==> src/rtl/adder_seq.sv <==
`default_nettype none
// ============================================================================
// Module   : adder_seq
// Purpose  : Multi-cycle W-bit adder/subtractor built on one 4-bit slice,
//            processing one nibble per clock LSB first with a registered carry.
//            Optional macro ADDER_SEQ_ABORT_EN adds an i_abort input.
// Revision : 1.0 - initial release
// ============================================================================
module adder_seq #(
   parameter int NIBBLES = 4
) (
   input  logic                   i_clk,
   input  logic                   i_rst,
   input  logic                   i_start,
   input  logic                   i_sub,
   input  logic [4*NIBBLES-1:0]   i_a,
   input  logic [4*NIBBLES-1:0]   i_b,
   input  logic                   i_c,
`ifdef ADDER_SEQ_ABORT_EN
   input  logic                   i_abort,
`endif
   output logic                   o_busy,
   output logic                   o_done,
   output logic [4*NIBBLES-1:0]   o_sum,
   output logic                   o_carry,
   output logic                   o_over
);

   localparam int W  = 4 * NIBBLES;
   localparam int KW = (NIBBLES > 1) ? $clog2(NIBBLES) : 1;
   localparam logic [KW-1:0] C_LAST = KW'(NIBBLES - 1);

   typedef enum logic [1:0] {
      S_IDLE = 2'd0,
      S_RUN  = 2'd1,
      S_DONE = 2'd2
   } state_t;

   state_t          r_state;
   state_t          w_state_next;
   logic [W-1:0]    r_a;
   logic [W-1:0]    r_b;
   logic [W-1:0]    r_work;
   logic [W-1:0]    w_work_next;
   logic [KW-1:0]   r_k;
   logic            r_cr;
   logic [KW+1:0]   w_idx;
   logic [3:0]      w_na;
   logic [3:0]      w_nb;
   logic [4:0]      w_nsum;
   logic            w_abort;
   logic            w_start_acc;
   logic            w_run;
   logic            w_last;

`ifdef ADDER_SEQ_ABORT_EN
   assign w_abort = i_abort;
`else
   assign w_abort = 1'b0;
`endif

   // A start is honoured in IDLE and in the DONE cycle, never while running.
   assign w_start_acc = i_start && (r_state != S_RUN);
   assign w_run       = (r_state == S_RUN) && !w_abort;
   assign w_last      = w_run && (r_k == C_LAST);
   assign w_idx       = {r_k, 2'b00};

   always_comb begin
      w_na        = r_a[w_idx +: 4];
      w_nb        = r_b[w_idx +: 4];
      w_nsum      = {1'b0, w_na} + {1'b0, w_nb} + {4'b0000, r_cr};
      w_work_next = r_work;
      w_work_next[w_idx +: 4] = w_nsum[3:0];
   end

   always_ff @(posedge i_clk) begin
      if (i_rst) begin
         r_state <= S_IDLE;
      end else begin
         r_state <= w_state_next;
      end
   end

   always_comb begin
      w_state_next = r_state;
      case (r_state)
         S_IDLE: begin
            if (w_start_acc) w_state_next = S_RUN;
         end
         S_RUN: begin
            if (w_abort)     w_state_next = S_IDLE;
            else if (w_last) w_state_next = S_DONE;
         end
         S_DONE: begin
            w_state_next = w_start_acc ? S_RUN : S_IDLE;
         end
         default: w_state_next = S_IDLE;
      endcase
   end

   // Subtraction is folded into the operand latch: A + ~B + ~borrow.
   always_ff @(posedge i_clk) begin
      if (i_rst) begin
         r_a     <= '0;
         r_b     <= '0;
         r_work  <= '0;
         r_k     <= '0;
         r_cr    <= 1'b0;
         o_sum   <= '0;
         o_carry <= 1'b0;
         o_over  <= 1'b0;
      end else if (w_start_acc) begin
         r_a  <= i_a;
         r_b  <= i_sub ? ~i_b : i_b;
         r_cr <= i_sub ? ~i_c : i_c;
         r_k  <= '0;
      end else if (w_run) begin
         r_work <= w_work_next;
         r_cr   <= w_nsum[4];
         if (w_last) begin
            o_sum   <= w_work_next;
            o_carry <= w_nsum[4];
            o_over  <= w_nsum[3] ^ r_a[W-1] ^ r_b[W-1] ^ w_nsum[4];
         end else begin
            r_k <= r_k + 1'b1;
         end
      end
   end

   assign o_busy = (r_state == S_RUN);
   assign o_done = (r_state == S_DONE);

endmodule
`default_nettype wire

==> config.mk <==
export PLATFORM = sky130hd
export DESIGN_NAME = adder_seq
export DESIGN_NICKNAME = d
export VERILOG_FILES = /design/src/rtl/adder_seq.sv
export SDC_FILE = /design/constraint.sdc
export NUM_CORES = 1
export LEC_CHECK = 0
export CAP_MARGIN = 20
export CORE_ASPECT_RATIO = 0.7
export CORE_UTILIZATION = 29
export CTS_CLUSTER_DIAMETER = 200
export DETAILED_ROUTE_END_ITERATION = 10
export DONT_BUFFER_PORTS = 1
export GPL_TIMING_DRIVEN = 0
export HOLD_SLACK_MARGIN = 0.06
export PLACE_DENSITY = 0.46
export SLEW_MARGIN = 10
export SYNTH_ARGS = -nofsm -noshare
export SYNTH_HDL_FRONTEND = slang
export SYNTH_SLANG_ARGS = --single-unit
==> constraint.sdc <==
create_clock -name i_clk -period 7.81 [get_ports i_clk]
set_input_delay 1.562 -clock i_clk [delete_from_list [all_inputs] [get_ports i_clk]]
set_output_delay 1.562 -clock i_clk [all_outputs]
set_load 0.01 [all_outputs]
==> metrics.md, run 1 <==
| Metric | Value |
|---|---|
| Run status | `finished, final reports clean` |
| Largest family of logic cells by synthesized area | `simple AND/OR/NAND/NOR gates` |
| CP max stage delay | `around 0.56 ns` |
| Fin nets | `420` |
| Total negative setup slack | `0 ns` |
| Synth top area cells | `dfxtp_1, nor2_1, a211oi_1` |
| EDFF count, synth | `0` |
| Core ar. | `approximately 11000 um2` |
| Worst slew pin tran | `around 0.70 ns` |
| XOR/XNOR share of the synthesized area | `0.0659` |
| H-tree depth | `3` |
| Met1 Use GR | `0.251` |
| RSZ-0062 raised after global routing | `no` |
| Syn_area_per_cell | `9.26 um2` |
| FF+latch count, synth | `between 70 and 80` |
| Port Buffers | `0` |
| Total Wirelength | `8950 um` |
| R2r worst-path depth | `8` |
| Yosys top cell area share | `0.425` |
| Post-synthesis sequential area ratio | `0.425` |
| Max Freq | `314 MHz` |
| Predominant post-synthesis flop cell | `dfxtp_1` |
| Capturing point of the worst reg2reg path | `r_work[5]` |
| Hold worst-path end | `r_a[4]` |
| CTS root buf | `clkbuf_16` |
| Final min period | `3.19 ns` |
| Worst hold start | `r_a[4]` |
| Vias in the first global route | `2573` |
| Fillers | `~1.2k` |
| Number of distinct library cells after synthesis | `39` |
| Area leader, netlist | `dfxtp_1` |
| Required @ worst endpoint | `just over 8 ns` |
| Reg-to-reg slack, setup | `approximately 4.6 ns` |
| DRC | `0` |
| Cts repair resizes | `0` |
| Cell with the most instances after synthesis | `dfxtp_1` |
| Antenna Cells | `0` |
| Class of the worst hold path | `reg -> reg` |
| Largest net degree at the start of global routing | `14` |
| WP depth | `8` |
| Die Y | `91.8 um` |
| Chip Width | `about 130 um` |
| Final critical-path share of the clock period | `0.408` |
| Synthesis-to-finish area growth | `15.4%` |
| Die Area | `about 12000 um2` |
| TritonRoute pass-1 iters | `4` |
| Layout cell share with drive strength beyond 1 | `0.138` |
| CTS Hold Bufs | `0` |
| Row count | `32` |
| Total track usage | `0.165` |
| Yosys warns | `0` |
| Sink Count | `71` |
| Met2 usage | `0.211` |
| Hold path depth | `2` |
| Max_slew headroom | `0.533` |
| Hold slack | `0.454 ns` |
| Setup violators final | `0` |
| CTS Buf Count | `9` |
| CP top delay family | `adder cells` |
| Bufs and invs on worst path | `2` |
| Maxcap violations | `0` |
| Mux cell area share after synthesis | `0.0539` |
| Routability cong. | `0.734` |
| DPL Wire Length | `~6700 um` |
| Compound-Gate Fraction of Synth Area | `0.169` |
| Antenna Violating Nets Remaining | `0` |
| Clock-pin slew on the worst setup and hold paths | `0.06 ns` |
| CP endpoint kind | `flop` |
| Post-Synth Simple-Gate Area | `0.183` |
| Synth cell count leaders | `dfxtp_1, nor2_1, nand2_1` |
| Reg2reg start | `r_k[1]` |
| Gr ovfl total | `0` |
| Antenna violations before repair | `0` |
| Drt via density | `~4.9` |
| Clock Tree Buf Depth | `2` |
| Peak VDD IR | `0.106 mV` |
| Worst path arrival time | `roughly 3.4 ns` |
| Post-CTS Repair Setup Buffers | `0` |
| Crit path max-delay cell type | `clkbuf_1` |
| Crit-path max FO | `10` |
| Post-Syn Instances | `~360` |
| Critical path class | `reg -> reg` |
| Global-route wire length before repair | `14400 um` |
| Initial core utilization | `0.300` |
| Most frequent CP cell | `fa_1` |
| Static Leak | `between 1 and 1.5 nW` |
| Clk_skew | `slightly below 0.009 ns` |
| M3 GR Usage | `0.0595` |
| Startpoint types | `flop` |
| Vias | `2599` |
| Num ports | `57` |
| Power per cell area | `250 nW/um2` |
| Max Slew Vio Count | `0` |
| Cell chain of the critical path | `clkbuf_1 -> mux4_2 -> fa_1 -> inv_1 -> fa_1 -> nor4_1 -> a21oi_1 -> a211oi_1` |
| Count of final hold-check violations | `0` |
| Async SR Flop Fraction | `0` |
| Clk Latency, worst-skew pair | `~0.34 ns` |
| Mapped Nets | `between 400 and 500` |
| CTS tree | `done` |
| WL per Instance | `around 17 um` |
| Fraction of the mapped netlist area in adder cells | `0.0457` |
| Busiest grt layer | `met1` |
| Initial drt markers | `between 150 and 200` |
| Cell Area, Synth | `about 3300 um2` |
[power breakdown]
group          switching [mW]  leakage [nW]  internal (mW)  total [mW]
clock network           0.162         0.152          0.280       0.442
registers              0.0108         0.580          0.381       0.391
logic                  0.0786         0.664         0.0510       0.130
total                   0.252          1.40          0.711       0.963
[kinds of logic after synthesis]
group / count (synthesis)
buffers and inverters: 38
DFF: 71
AOI/OAI and AO/OA: 79
adders and majority gates: 11
muxes: 8
xor gates and xnor gates: 23
and+or+nand+nor: 131
[flip-flops by register name (all words and copies together), names as in the netlist]
register and cells:
o_sum 16, r_a 16, r_b 16, r_work 16, r_k 2, r_state 2
o_carry 1, o_over 1, r_cr 1
[stage by stage]
step                setup slack, ns  power [mW]  instance area, um2  instances   util
floorplan                      5.09       0.495                3340        361      -
global placement               4.69       0.527                3530        514  0.318
detailed placement             4.67       0.529                3530        514  0.318
CTS                            4.60       0.977                3860        530  0.347
global route                   4.36        1.01                3860        530  0.347
finish                         4.62       0.963                3860        530  0.347
[worst max path at each step]
stage                      endpoint  slack (ns)   start
after global routing      r_work[5]        4.36  r_k[1]
final                     r_work[5]        4.62  r_k[1]
after global placement    r_work[5]        4.69  r_k[1]
after detailed placement  r_work[5]        4.67  r_k[1]
after floorplan           r_work[5]        5.09  r_k[0]
after CTS                 r_work[5]        4.60  r_k[1]
[per-layer routing]
layer	share of wire	wire [um]	vias up
li1	-	-	1285
met1	0.54	4850	1236
met2	0.38	3360	69
met3	0.072	640	9
met4	0.0099	89	0
met5	0	0	-
[area by class of cell]
type | instances | area, um2 | share of cell area
Inverter | 12 | 45.0 | 0.0117
Clock buffer | 9 | 225 | 0.0584
Sequential cell | 71 | 1420 | 0.368
Tap cell | 153 | 191 | 0.0496
Buffer | 26 | 146 | 0.0379
Clock inverter | 7 | 97.6 | 0.0253
Multi-Input combinational cell | 252 | 1730 | 0.449
[worst min-delay path: stages, from the launching register on]
cell and delay (ns):
dfxtp_1 0.31, nand2_1 0.05, a21oi_1 0.05
[placed cells by master (no fill, tap or decap), drive strengths merged, types with 3 or more instances in the layout]
cell / count
a21oi: 26
clkinv: 3
clkbuf: 19
dfxtp: 71
a22oi: 5
a221oi: 10
a211oi: 29
buf: 16
nor2: 59
inv: 12
nor2b: 3
nand2: 40
mux4: 8
xnor2: 22
and2: 3
nor3b: 3
nor3: 14
and3: 4
ha: 9
a32oi: 5
Power figures use the tool's default switching activity.
==> run 2, diff against run 1 <==
clock period = 3.1 ns   (was 7.81 ns; I/O delays follow)
==> metrics.md, run 2 (synthesized netlist as in run 1, its figures left out) <==
| Metric | Value |
|---|---|
| Antenna violations before repair | `0` |
| Startpoint types | `flop` |
| Core ar. | `11100 um2` |
| Clk Latency, worst-skew pair | `approximately 0.34 ns` |
| DRC | `0` |
| Required @ worst endpoint | `3.35 ns` |
| Final min period | `~2.9 ns` |
| Crit-path max FO | `10` |
| Layout Cells excl Fill | `530` |
| Clock-pin slew on the worst setup and hold paths | `0.06 ns` |
| Global-route wire length before repair | `about 14000 um` |
| Vias | `2606` |
| Synthesis-to-finish area growth | `15.8%` |
| Port Buffers | `0` |
| Maxcap violations | `0` |
| CP endpoint kind | `flop` |
| Fin area | `3870 um2` |
| TritonRoute pass-1 iters | `4` |
| Setup violators final | `0` |
| Largest net degree at the start of global routing | `14` |
| DPL Wire Length | `around 6700 um` |
| DP Area | `~3500 um2` |
| Initial drt markers | `about 150` |
| Class of the worst hold path | `in -> reg` |
| Commonest non-fill, non-tap cell in the layout | `dfxtp_1` |
| Row count | `32` |
| Die Area | `between 10000 and 15000 um2` |
| Gr ovfl total | `0` |
| CTS tree | `done` |
| Static Leak | `approximately 1.4 nW` |
| Clk_skew | `around 0.0074 ns` |
| Clock Tree Buf Depth | `2` |
| Hold slack | `0.406 ns` |
| Critical path class | `reg -> reg` |
| H-tree depth | `3` |
| Antenna Cells | `0` |
| Max Freq | `roughly 350 MHz` |
| Drt via density | `~5` |
| Run status | `finished, final reports clean` |
| Final critical-path share of the clock period | `0.934` |
| WL per Instance | `between 15 and 20 um` |
| Routability cong. | `between 0.7 and 0.8` |
| Vias in the first global route | `between 2k and 3k` |
| CTS root buf | `clkbuf_16` |
| Cells after DPL | `514` |
| Power per cell area | `628 nW/um2` |
| Total Wirelength | `about 9000 um` |
| Initial core utilization | `0.300` |
| Worst slew pin tran | `between 0.6 and 0.7 ns` |
| Total track usage | `0.165` |
| CTS Hold Bufs | `0` |
| Fin nets | `420` |
| Antenna Violating Nets Remaining | `0` |
| Max Slew Vio Count | `0` |
| Die Y | `around 92 um` |
| Chip Width | `130 um` |
| Max_slew headroom | `0.592` |
| Layout cell share with drive strength beyond 1 | `0.146` |
| Worst path arrival time | `roughly 3.1 ns` |
| Leading cell types in the layout, fill and taps excluded | `dfxtp_1, nor2_1, nand2_1, a211oi_1, a21oi_1` |
| Sink Count | `between 70 and 80` |
| CTS Buf Count | `9` |
| Count of final hold-check violations | `0` |
| Num ports | `57` |
| Peak VDD IR | `~0.27 mV` |
run 2: repair_timing:
item / 4_1_cts / 5_1_grt
endpoints found under the setup margin: 7 / 6
setup buffers: 0 / 0
gates resized for setup: 2 / 3
run 2: power by group:
group          internal [mW]  total (mW)  switching [mW]  leakage, nW
sequential             0.959       0.986          0.0271        0.581
combinational          0.129       0.330           0.201        0.668
clock                  0.705        1.11           0.409        0.152
run 2: worst max-delay path: stages (launching register included):
cell and delay (ns):
dfxtp_4 0.41, buf_8 0.18, mux4_2 0.56, fa_1 0.43, inv_1 0.08, fa_1 0.49
nor4_2 0.29, a21oi_1 0.11, a211oi_1 0.25
run 2: through the flow:
step / setup TNS, ns / power, mW / worst slack (ns) / utilization
after global placement: -0.0205 / 1.33 / -0.0205 / 0.318
final: 0 / 2.43 / 0.205 / 0.348
after CTS: 0 / 2.46 / 0.0911 / 0.347
after detailed placement: -0.0775 / 1.33 / -0.0448 / 0.318
after floorplan: 0 / 1.25 / 0.383 / -
after global routing: -0.0107 / 2.55 / -0.0107 / 0.348
run 2: area by class of cell:
| class | count | area (um2) |
|---|---|---|
| inverter | 12 | 45.0 |
| tap | 153 | 191 |
| multi-input combinational | 252 | 1740 |
| clock buffer | 9 | 225 |
| clock inverter | 7 | 97.6 |
| fill | 1169 | 7260 |
| sequential | 71 | 1430 |
| buffer | 26 | 151 |
run 2: final timing paths:
check                            start        end  slack, ns  depth (start not counted)
worst max-delay path            r_k[0]  r_work[5]       0.20                          8
worst max register to register  r_k[0]  r_work[5]       0.20                          8
worst min register to register  r_a[4]     r_a[4]       0.45                          2
worst min-delay path            i_a[9]     r_a[9]       0.41                          2
run 2: routing by layer:
metal  GRT usage  vias up  part of all wire
met4      0.0431        0             0.010
met5           0        -                 0
met1       0.250     1247              0.55
met3      0.0595        9             0.062
met2       0.211       67              0.37
li1            -     1283                 -
